[config.mk]
export PLATFORM = sky130hd
export DESIGN_NAME = cam_stream_gen
export DESIGN_NICKNAME = d
export VERILOG_FILES = /design/src/rtl/cam_stream_gen.sv
export SDC_FILE = /design/constraint.sdc
export NUM_CORES = 1
export LEC_CHECK = 0
export ABC_AREA = 1
export BUFFER_PORTS_ARGS = -buffer_cell sky130_fd_sc_hd__buf_2
export CAP_MARGIN = 20
export CORE_MARGIN = 5
export CORE_UTILIZATION = 25
export DETAILED_ROUTE_END_ITERATION = 16
export GPL_TIMING_DRIVEN = 0
export RECOVER_POWER = 25
export SLEW_MARGIN = 20
export SYNTH_ARGS = -nofsm -noshare
export SYNTH_HDL_FRONTEND = slang
export SYNTH_SLANG_ARGS = --single-unit
[constraint.sdc]
create_clock -name clk -period 2.47 [get_ports clk]
set_clock_uncertainty 0.15 [all_clocks]
set_input_delay 0.3705 -clock clk [delete_from_list [all_inputs] [get_ports clk]]
set_output_delay 0.3705 -clock clk [all_outputs]
set_load 0.01 [all_outputs]
[src/rtl/cam_stream_gen.sv]
// cam_stream_gen: OV7670-style camera stream generator.
// Produces v_sync / h_ref framing and an 8-bit byte stream with selectable
// test patterns. Runs a finite number of frames or runs continuously, and
// only stops at a frame boundary.
//
// Ports:
//   clk          byte clock, one camera byte per tick
//   reset        synchronous, active-high
//   enable_i     run request
//   mode_i       0 constant, 1 ramp, 2 RGB565 colour bars, 3 line^frame
//   const_i      byte value used by mode 0
//   frames_i     frames to emit, 0 = continuous
//   v_sync_o     frame sync (first V_SYNC_LINES lines)
//   h_ref_o      line valid
//   data_o       pixel byte (0 outside h_ref)
//   frame_done_o one-cycle pulse on the last byte of each frame
//   busy_o       high while frames are being emitted
//
// state | meaning
// IDLE  | outputs held at 0, waiting for enable_i, inputs latched on start
// RUN   | counters advance every clk, stop evaluated on the last frame byte
module cam_stream_gen #(
    parameter int H_ACTIVE        = 640,
    parameter int H_TOTAL         = 784,
    parameter int BYTES_PER_PIXEL = 2,
    parameter int V_SYNC_LINES    = 3,
    parameter int V_ACTIVE_START  = 20,
    parameter int V_ACTIVE        = 480,
    parameter int V_TOTAL         = 510
) (
    input  logic       clk,
    input  logic       reset,
    input  logic       enable_i,
    input  logic [1:0] mode_i,
    input  logic [7:0] const_i,
    input  logic [7:0] frames_i,
    output logic       v_sync_o,
    output logic       h_ref_o,
    output logic [7:0] data_o,
    output logic       frame_done_o,
    output logic       busy_o
);

    localparam int LINE_CLKS = H_TOTAL * BYTES_PER_PIXEL;
    localparam int ACT_CLKS  = H_ACTIVE * BYTES_PER_PIXEL;
    localparam int BAR_W     = H_ACTIVE / 8;
    localparam int CW        = $clog2(LINE_CLKS + 1);
    localparam int LW        = $clog2(V_TOTAL + 1);
    localparam int BW        = $clog2(BAR_W + 1);

    typedef enum logic {IDLE, RUN} state_t;

    state_t          state;
    logic [CW-1:0]   col;
    logic [LW-1:0]   line;
    logic            sub;        // byte index within the current pixel
    logic [7:0]      pix_x;      // only the low byte of pix_x is ever used
    logic [BW-1:0]   bar_px;     // pixel index within the current bar
    logic [2:0]      bar;
    logic [7:0]      frame_cnt;
    logic [1:0]      mode_lat;
    logic [7:0]      const_lat;
    logic [7:0]      frames_lat;

    logic            col_last;
    logic            line_last;
    logic            pix_last;
    logic            href_c;
    logic            vsync_c;
    logic            stop_c;
    logic [7:0]      line_rel;
    logic [15:0]     rgb;
    logic [7:0]      pat;

    always_comb begin
        col_last  = (col == CW'(LINE_CLKS - 1));
        line_last = (line == LW'(V_TOTAL - 1));
        pix_last  = (sub == 1'(BYTES_PER_PIXEL - 1));
        vsync_c   = (line < LW'(V_SYNC_LINES));
        href_c    = (line >= LW'(V_ACTIVE_START)) &&
                    (line < LW'(V_ACTIVE_START + V_ACTIVE)) &&
                    (col < CW'(ACT_CLKS));
        // Only meaningful inside the active window, where line >= V_ACTIVE_START.
        line_rel  = 8'(line - LW'(V_ACTIVE_START));
        stop_c    = !enable_i ||
                    ((frames_lat != 8'd0) && ((frame_cnt + 8'd1) == frames_lat));

        rgb = 16'h0000;
        case (bar)
            3'd0: rgb = 16'hFFFF;
            3'd1: rgb = 16'hFFE0;
            3'd2: rgb = 16'h07FF;
            3'd3: rgb = 16'h07E0;
            3'd4: rgb = 16'hF81F;
            3'd5: rgb = 16'hF800;
            3'd6: rgb = 16'h001F;
            default: rgb = 16'h0000;
        endcase

        pat = 8'h00;
        case (mode_lat)
            2'd0: pat = const_lat;
            2'd1: pat = pix_x;
            // with one byte per pixel only the high byte goes out
            2'd2: pat = (BYTES_PER_PIXEL == 1 || sub == 1'b0) ? rgb[15:8] : rgb[7:0];
            default: pat = line_rel ^ frame_cnt;
        endcase
    end

    always_ff @(posedge clk) begin
        if (reset) begin
            state        <= IDLE;
            col          <= '0;
            line         <= '0;
            sub          <= 1'b0;
            pix_x        <= 8'd0;
            bar_px       <= '0;
            bar          <= 3'd0;
            frame_cnt    <= 8'd0;
            mode_lat     <= 2'd0;
            const_lat    <= 8'd0;
            frames_lat   <= 8'd0;
            v_sync_o     <= 1'b0;
            h_ref_o      <= 1'b0;
            data_o       <= 8'd0;
            frame_done_o <= 1'b0;
            busy_o       <= 1'b0;
        end else begin
            case (state)
                IDLE: begin
                    v_sync_o     <= 1'b0;
                    h_ref_o      <= 1'b0;
                    data_o       <= 8'd0;
                    frame_done_o <= 1'b0;
                    busy_o       <= 1'b0;
                    col          <= '0;
                    line         <= '0;
                    sub          <= 1'b0;
                    pix_x        <= 8'd0;
                    bar_px       <= '0;
                    bar          <= 3'd0;
                    frame_cnt    <= 8'd0;
                    if (enable_i) begin
                        mode_lat   <= mode_i;
                        const_lat  <= const_i;
                        frames_lat <= frames_i;
                        state      <= RUN;
                    end
                end

                RUN: begin
                    v_sync_o     <= vsync_c;
                    h_ref_o      <= href_c;
                    data_o       <= href_c ? pat : 8'd0;
                    frame_done_o <= col_last && line_last;
                    busy_o       <= 1'b1;

                    if (col_last) begin
                        col    <= '0;
                        sub    <= 1'b0;
                        pix_x  <= 8'd0;
                        bar_px <= '0;
                        bar    <= 3'd0;
                        line   <= line_last ? '0 : line + LW'(1);
                    end else begin
                        col <= col + CW'(1);
                        if (pix_last) begin
                            sub   <= 1'b0;
                            pix_x <= pix_x + 8'd1;
                            if (bar_px == BW'(BAR_W - 1)) begin
                                bar_px <= '0;
                                bar    <= bar + 3'd1;
                            end else begin
                                bar_px <= bar_px + BW'(1);
                            end
                        end else begin
                            sub <= 1'b1;
                        end
                    end

                    if (col_last && line_last) begin
                        frame_cnt <= frame_cnt + 8'd1;
                        if (stop_c) begin
                            state <= IDLE;
                        end else begin
                            mode_lat  <= mode_i;
                            const_lat <= const_i;
                        end
                    end
                end

                default: state <= IDLE;
            endcase
        end
    end

endmodule

After elaboration in Yosys (flattened, before gate mapping)
Cells that the tools add are included.

Flip-flop bits (word level): 78. Bits of input ports: 21. Output and inout port bits: 12. Logic and storage cells: 101.

Add/sub/neg operators: 7. $lt $le $gt $ge: 4. Eq/ne operators: 18. Muxes and demuxes: 42. Bitwise gates (word level): 2. Reduce and logical (&&, ||, !) cells: 12.

Operators by type and width (number): 16-bit case mux with 7 select lines (1); 8-bit two-way mux (8); 8-bit case mux with 2 select lines (4); 8-bit case mux with 3 select lines (1); 11-bit case mux with 2 select lines (1); 7-bit two-way mux (3); 9-bit two-way mux (2); 9-bit case mux with 2 select lines (1); 8-bit by 1-bit adder with 8-bit output, second input constant (2); 7-bit case mux with 2 select lines (1); 1-bit case mux with 2 select lines (6); 11-bit by 1-bit adder with 11-bit output, second input constant (1); 11-bit == test, second input constant (1); 11-bit less-than comparator, second input constant (1); 11-bit two-way mux (1); 9-bit by 1-bit adder with 9-bit output, second input constant (1); 3-bit == test, second input constant (3); 9-bit == test, second input constant (1); 9-bit by 5-bit >= comparator with 1-bit output, second input constant (1); 9-bit by 2-bit less-than comparator with 1-bit output, second input constant (1); 9-bit less-than comparator, second input constant (1); 3-bit two-way mux (3); 8-bit == test (1); 8-bit nonzero test (1); 24 further kinds (38).

Logic depth before layout (Yosys ltp)
Gate-level depths: netlist of run 1.

Depth in word-level cells: 7. Mapped depth: 14. Gate-level depth less buffers: 14.

Worst setup path before layout of run 1
No wires, ideal clock.

Kind: reg-to-reg. Start: reg frame_cnt[0]. End: reg const_lat[1]. Setup time: 0.109 ns. Arrival: 1.599 ns. Data required time: 2.211 ns. Setup slack: 0.612 ns. Cell stages (with the launch flop): 13. Cells stage by stage: dfxtp_1 -> ha_1 -> nand3_2 -> nor2_1 -> nand2_1 -> and2_1 -> nor2_1 -> nor2_1 -> nand2_2 -> buf_6 -> nand4_1 -> nand2_1 -> nor2_2.

Longest elaborated chain between the ends: 6.

RTL lines: from (decl) (RTL line 60) `logic [7:0] frame_cnt;`; from (signal assigned) (RTL line 182) `frame_cnt <= frame_cnt + 8'd1;`; 8-bit by 1-bit adder with 8-bit output (RTL line 86) `((frames_lat != 8'd0) && ((frame_cnt + 8'd1) == frames_lat));`; 8-bit == test (RTL line 86); 1-bit logical AND (RTL line 86); 1-bit logical OR (RTL line 85) `stop_c = !enable_i ||`; 2-bit != test (no line); 3-bit AND reduction (no line); to (signal assigned) (RTL line 145) `const_lat <= const_i;`; to (signal assigned) (RTL line 187) `const_lat <= const_i;`; to (decl) (RTL line 62) `logic [7:0] const_lat;`.

No other way between the ends. A chain may end at the register's enable or synchronous reset.

Worst setup path after layout of run 1
Start: reg col[0]. End: reg line[5].

Longest elaborated chain between the ends: 2.

RTL lines: from (decl) (RTL line 54) `logic [CW-1:0] col;`; from (signal assigned) (RTL line 166) `col <= col + CW'(1);`; 11-bit == test (RTL line 76) `col_last = (col == CW'(LINE_CLKS - 1));`; 2-bit by 1-bit != test with 1-bit output (no line); to (signal assigned) (RTL line 164) `line <= line_last ? '0 : line + LW'(1);`; to (decl) (RTL line 55) `logic [LW-1:0] line;`.

No other way between the ends.

==> results of run 1 <==
## power breakdown
group	switching, mW	leakage [nW]	total [mW]	internal [mW]
Sequential	0.0312	0.634	1.33	1.30
Combinational	0.176	1.12	0.277	0.101
Clock	0.517	0.160	1.43	0.914
Total	0.724	1.92	3.04	2.31
## logic make-up (layout without fill, tap and decap cells)
logic type	count (synthesis)	count (layout)
simple gates	264	264
buf+inv	110	158
compound gates	92	92
flops	78	78
fa+ha+maj	15	15
xor+xnor	13	13
## cell usage in the layout, fill, tap and decap left out, types with 6 or more instances in the layout
| master | Yosys | layout |
|---|---|---|
| a21oi_1 | 39 | 39 |
| a31oi_1 | 9 | 9 |
| buf_2 | 3 | 23 |
| clkbuf_1 | 4 | 17 |
| clkbuf_16 | 0 | 9 |
| dfxtp_1 | 78 | 78 |
| ha_1 | 15 | 15 |
| inv_1 | 85 | 85 |
| inv_2 | 8 | 8 |
| nand2_1 | 107 | 106 |
| nand2_2 | 5 | 6 |
| nand3_1 | 30 | 30 |
| nand4_1 | 19 | 19 |
| nor2_1 | 61 | 61 |
| nor2_2 | 11 | 11 |
| nor3_1 | 16 | 16 |
| o21ai_0 | 25 | 25 |
| o22ai_1 | 6 | 6 |
| xnor2_1 | 7 | 7 |
| xor2_1 | 6 | 6 |
## synthesized netlist by cell type
| library cell | instances |
|---|---|
| nand2_1 | 107 |
| inv_1 | 85 |
| dfxtp_1 | 78 |
| nor2_1 | 61 |
| a21oi_1 | 39 |
| nand3_1 | 30 |
| o21ai_0 | 25 |
| nand4_1 | 19 |
| nor3_1 | 16 |
| ha_1 | 15 |
| nor2_2 | 11 |
| a31oi_1 | 9 |
| inv_2 | 8 |
| xnor2_1 | 7 |
| o22ai_1 | 6 |
| xor2_1 | 6 |
| buf_4 | 5 |
| nand2_2 | 5 |
| clkbuf_1 | 4 |
| clkinv_1 | 4 |
| a221oi_1 | 3 |
| buf_2 | 3 |
| nor2_4 | 3 |
| o21a_1 | 3 |
| a22oi_1 | 2 |
| nor4_1 | 2 |
| nor4_2 | 2 |
| or2_2 | 2 |
| and2_1 | 1 |
| buf_6 | 1 |
| nand3_2 | 1 |
| nand3_4 | 1 |
| nand3b_1 | 1 |
| nand4_4 | 1 |
| nor3b_1 | 1 |
| o211ai_1 | 1 |
| o21ai_1 | 1 |
| o21ai_4 | 1 |
| o21bai_1 | 1 |
| o31ai_1 | 1 |
## worst paths after layout
check	to	slack, ns	depth (start not counted)	from
worst max-delay path	line[5]$_SDFFE_PP0P_	0.28	10	col[0]$_SDFF_PP0_
worst min-delay path	line[4]$_SDFFE_PP0P_	0.11	2	reset
worst max register to register	line[5]$_SDFFE_PP0P_	0.28	10	col[0]$_SDFF_PP0_
worst min register to register	col[0]$_SDFF_PP0_	0.30	1	col[0]$_SDFF_PP0_
## state kept, by name (all words and copies together) (netlist names)
| register | flops |
|---|---|
| bar_px | 7 |
| line | 9 |
| frames_lat | 8 |
| mode_lat | 2 |
| col | 11 |
| frame_cnt | 8 |
| frame_done_o | 1 |
| const_lat | 8 |
| h_ref_o | 1 |
| data_o | 8 |
| busy_o | 1 |
| pix_x | 8 |
| v_sync_o | 1 |
| state | 1 |
| pix_last | 1 |
| bar | 3 |
## area by class of cell
class                   instances  share of cell area, %
clock buffers                  11                  5.052
plain buffers                  13                  1.641
clock inverters                 5                  1.719
inverters                      97                  7.578
flip-flops and latches         78                  32.50
repair buffers                 32                  3.021
multi-input cells             384                  42.86
well taps                     216                  5.625
## routing by layer
layer | part of all wire, % | global-route usage (%)
met1 | 51 | 14.22
met2 | 44 | 15.46
met3 | 4.6 | 2.812
met4 | 1.2 | 3.271
met5 | 0 | 0
## through the flow
step | setup WS [ns] | power [mW] | area [um^2] | std cells | hold slack, ns
after floorplan | 0.6125 | 1.553 | 4061 | 572 | 0.2675
final | 0.2809 | 3.035 | 4805 | 836 | 0.1132
after global routing | 0.03741 | 3.189 | 4805 | 836 | 0.1326
after CTS | 0.1240 | 3.078 | 4817 | 836 | 0.1045
after global placement | 0.1572 | 1.634 | 4492 | 820 | 0.2797
after detailed placement | 0.1519 | 1.635 | 4492 | 820 | 0.2933
==> results.py, run 1 <==
metrics = {
    "placed_design": {
        "gp_congestion": 0.8306,
        "port_buffers": 32,
        "dpl.hpwl_um": 7170,
    },
    "worst_setup_path": {
        "cpMaxStageDelayCell": "dfxtp_1",
        "required_ns": 2.54,
        "cp_common_cell": "nand2_1",
        "crit_arrival_ns": 2.26,
        "crit_chain": "ha_1 > nand2_1 > nor2_1 > nand3_1 > nand2_1 > nand2_1 > nor2_1 > nand2_1 > o21ai_0 > a21oi_1",
        "endpoint_kind": "register",
        "worst_setup_path_start_kind": "register",
        "slowest_delay_ns": 0.36,
        "crit_buf_inv": 0,
        "crit_type": "register to register",
        "critPathTopFamily": "simple AND/OR/NAND/NOR gates",
        "cp_max_fo": 6,
    },
    "timing": {
        "tns_ns": 0,
        "max-slew-margin-rel_pct": 64.89,
        "max_freq_mhz": 456.8,
        "setup_viol": 0,
        "rsz0062_at_grt": "no",
        "hold_viol_final": 0,
        "fin_crit_sh_pct": 88.63,
        "fin_crit_ns": 2.189,
        "drv_slew": 0,
        "worst_pin_slew_ns": 0.5223,
    },
    "routing": {
        "drc": 0,
        "ant_nets": 0,
        "wirelength_um": 9252,
        "dr.pass1.iters": 4,
        "drt_iter0_drc": 201,
        "routed_via_density": 4.280,
        "vias": 3578,
        "wl_per_cell_um": 11.07,
    },
    "clocking": {
        "cts.clk_slew.worst_paths_ns": 0.06,
        "cts_tree": "built",
        "root_buffer": "clkbuf_16",
        "ctsHtreeMaxLevel": 3,
        "clock_path_buffers": 2,
        "insertion_delay_ns": 0.34,
        "ctsResizeCount": 0,
        "cts_inserted_buffers": 9,
        "postCtsHoldBufs": 0,
        "clock_sinks": 78,
        "post_cts_buffers": 0,
    },
    "final_layout": {
        "syn_to_final_growth_pct": 18.30,
        "finish.net_count": 651,
        "finish.utilization_pct": 30.25,
        "seqCellArea_mm2": 0.001562,
        "drive_above_1_share_pct": 12.90,
        "nFillCells": 1777,
        "multi_input_area_mm2": 0.002059,
        "diodes": 0,
    },
    "yosys": {
        "muxShareOfSynthArea_pct": 0,
        "synthAdderAreaFrac_pct": 4.621,
        "synth_area_leaders": "dfxtp_1 38%, nand2_1 9.9%, inv_1 7.9%",
        "synth_top_family_by_area": "simple AND/OR/NAND/NOR gates",
        "yosys_warnings": 0,
        "synth_compound_area_share_pct": 12.85,
        "synth_seq_cells": 78,
        "synthesis.area_mm2": 0.004061,
        "syn-mean-instance-area_um2": 7.100,
        "syn-num-nets": 608,
        "syn-instance-count": 572,
        "synth_simple_gate_area_share_pct": 30.38,
        "synth.top_cell.area_share_pct": 38.45,
        "synth_cell_type_count": 40,
        "yosys.area.top_type": "dfxtp_1",
        "ys_seq_area_share_pct": 38.45,
        "synth_xor_area_share_pct": 2.803,
    },
    "die": {
        "die_area_mm2": 0.01890,
        "die_x_um": 137.5,
        "rows": 46,
        "core_mm2": 0.01589,
        "die_h_um": 137.5,
        "floorplan.initialDensity_pct": 25.57,
        "io_pins": 33,
    },
    "flow_run": {
        "drv_cap": 0,
    },
    "grt": {
        "grt_max_degree": 14,
        "grt_first_pass_wirelength_um": 15310,
        "track_usage_pct": 10.27,
        "antenna_found_initial": 0,
        "grt_pass1_vias": 3203,
        "overflow": 0,
    },
    "status": {
        "status": "finished, final reports clean",
    },
    "pwr": {
        "p_per_area_mw_per_mm2": 631.7,
        "leakage_nw": 1.916,
        "peakVddDrop_mv": 0.3179,
    },
    "worst_hold_path": {
        "hp-class": "input pin to register",
    },
}
Note: power is estimated with default switching activity, not from simulation.
==> run 2, diff against run 1 <==
--- a/config.mk
+++ b/config.mk
@@ -12,7 +12,6 @@
 export CORE_UTILIZATION = 25
 export DETAILED_ROUTE_END_ITERATION = 16
 export GPL_TIMING_DRIVEN = 0
-export RECOVER_POWER = 25
 export SLEW_MARGIN = 20
 export SYNTH_ARGS = -nofsm -noshare
 export SYNTH_HDL_FRONTEND = slang
==> run 2 against run 1 <==
Clock-buffer cell count stayed put. Non-clock buffer count stayed put. Sequential share of layout area is 0.10 points lower. Cell area is 0.31% higher. Sequential power hardly changed. Core utilization is 0.095 points higher. Critical path depth stayed put. Wire length hardly changed. Total power hardly changed. Clock power hardly changed. Sequential cell count stayed put.
==> results.py, run 2 (synthesized netlist as in run 1, its figures left out) <==
metrics = {
    "routing": {
        "drc": 0,
        "routed_via_density": 4.280,
        "vias": 3578,
        "wirelength_um": 9256,
        "drt_iter0_drc": 213,
        "dr.pass1.iters": 4,
        "ant_nets": 0,
        "wl_per_cell_um": 11.07,
    },
    "timing": {
        "fin_crit_ns": 2.187,
        "max-slew-margin-rel_pct": 63.66,
        "drv_slew": 0,
        "max_freq_mhz": 457.3,
        "fin_crit_sh_pct": 88.54,
        "rsz0062_at_grt": "no",
        "worst_pin_slew_ns": 0.5451,
        "tns_ns": 0,
        "setup_viol": 0,
        "hold_viol_final": 0,
    },
    "grt": {
        "antenna_found_initial": 0,
        "track_usage_pct": 10.27,
        "grt_pass1_vias": 3203,
        "grt_first_pass_wirelength_um": 15310,
        "grt_max_degree": 14,
        "overflow": 0,
    },
    "clocking": {
        "cts_tree": "built",
        "clock_sinks": 78,
        "postCtsHoldBufs": 0,
        "cts_inserted_buffers": 9,
        "ctsHtreeMaxLevel": 3,
        "post_cts_buffers": 0,
        "root_buffer": "clkbuf_16",
        "clock_path_buffers": 2,
        "ctsResizeCount": 0,
        "cts.clk_slew.worst_paths_ns": 0.06,
        "insertion_delay_ns": 0.34,
    },
    "pwr": {
        "comb_power_share_pct": 9.1,
        "pwr-share-clk_pct": 47.2,
        "p_per_area_mw_per_mm2": 630.2,
        "finalPower_mw": 3.037,
        "power.internal_mw": 2.312,
        "peakVddDrop_mv": 0.3187,
        "power.share.switching_pct": 23.88,
        "leakage_nw": 1.968,
        "p_seq_share_pct": 43.7,
        "p_sw_mw": 0.7253,
    },
    "worst_setup_path": {
        "endpoint_kind": "register",
        "crit_arrival_ns": 2.26,
        "required_ns": 2.55,
        "crit_type": "register to register",
        "cp_max_fo": 6,
        "worst_setup_path_start_kind": "register",
    },
    "final_layout": {
        "drive_above_1_share_pct": 14.84,
        "diodes": 0,
        "final_common_cell": "nand2_1",
        "largest_reg_flops": 11,
        "top_regs": "col (11), line (9)",
        "largest_register": "col",
        "finish.net_count": 651,
        "syn_to_final_growth_pct": 18.67,
        "final_cell_mix": "106 x nand2_1, 85 x inv_1, 78 x dfxtp_1",
    },
    "status": {
        "status": "finished, final reports clean",
    },
    "die": {
        "die_x_um": 137.5,
        "rows": 46,
        "die_h_um": 137.5,
        "io_pins": 33,
        "core_mm2": 0.01589,
        "floorplan.initialDensity_pct": 25.57,
        "die_area_mm2": 0.01890,
    },
    "flow_run": {
        "drv_cap": 0,
    },
    "placed_design": {
        "gp_congestion": 0.8306,
        "dpl.hpwl_um": 7170,
        "port_buffers": 32,
    },
    "worst_hold_path": {
        "hp-class": "input pin to register",
    },
}
-- run 2: cell count changes in the layout (fill, tap and decap cells not counted) --
cell      before  now
buf_2         23   35
clkbuf_1      17    5
-- run 2: layer usage --
layer | part of all wire (%) | vias to the layer above | track usage [%]
met1 | 50 | 1568 | 14.22
met2 | 44 | 54 | 15.46
met3 | 4.5 | 13 | 2.812
met4 | 1.4 | 0 | 3.271
met5 | 0 | - | 0
li1 | - | 1943 | -
-- run 2: layout make-up --
class,count,area (um^2)
fill,1776,11070
buffer,13,78.83
tap,216,270.3
multi-input combinational,384,2059
sequential,78,1562
inverter,97,364.1
timing repair buffer,32,160.2
clock inverter,5,82.58
clock buffer,11,242.7
-- run 2: worst paths after layout --
check                         start                    to  slack [ns]  depth (start not counted)
setup reg to reg  col[0]$_SDFF_PP0_  line[5]$_SDFFE_PP0P_        0.28                         10
setup / recovery  col[0]$_SDFF_PP0_  line[5]$_SDFFE_PP0P_        0.28                         10
hold reg to reg   col[0]$_SDFF_PP0_     col[0]$_SDFF_PP0_        0.30                          1
hold / removal                reset  line[4]$_SDFFE_PP0P_        0.11                          2
-- run 2: through the flow --
stage	area [um^2]	hold WS (ns)	utilization (%)	instances	setup WS (ns)
final	4820	0.1126	30.34	836	0.2831
after global routing	4820	0.1326	30.34	836	0.03741
after CTS	4817	0.1045	30.32	836	0.1240
after detailed placement	4492	0.2933	28.28	820	0.1519
after global placement	4492	0.2797	28.28	820	0.1572
after floorplan	4061	0.2675	-	572	0.6125
-- run 2: critical path, stage by stage, from the launching register on --
cell	delay, ns
dfxtp_1	0.36
ha_1	0.18
nand2_1	0.07
nor2_1	0.15
nand3_1	0.25
nand2_1	0.28
nand2_1	0.08
nor2_1	0.22
nand2_1	0.13
o21ai_0	0.16
a21oi_1	0.06
-- run 2: power groups by stage --
stage	logic, mW	registers, mW	clock network [mW]
after floorplan	0.207	1.35	0
after global placement	0.278	1.36	0
after detailed placement	0.279	1.36	0
after CTS	0.280	1.33	1.47
after global routing	0.321	1.33	1.54
final	0.278	1.33	1.43
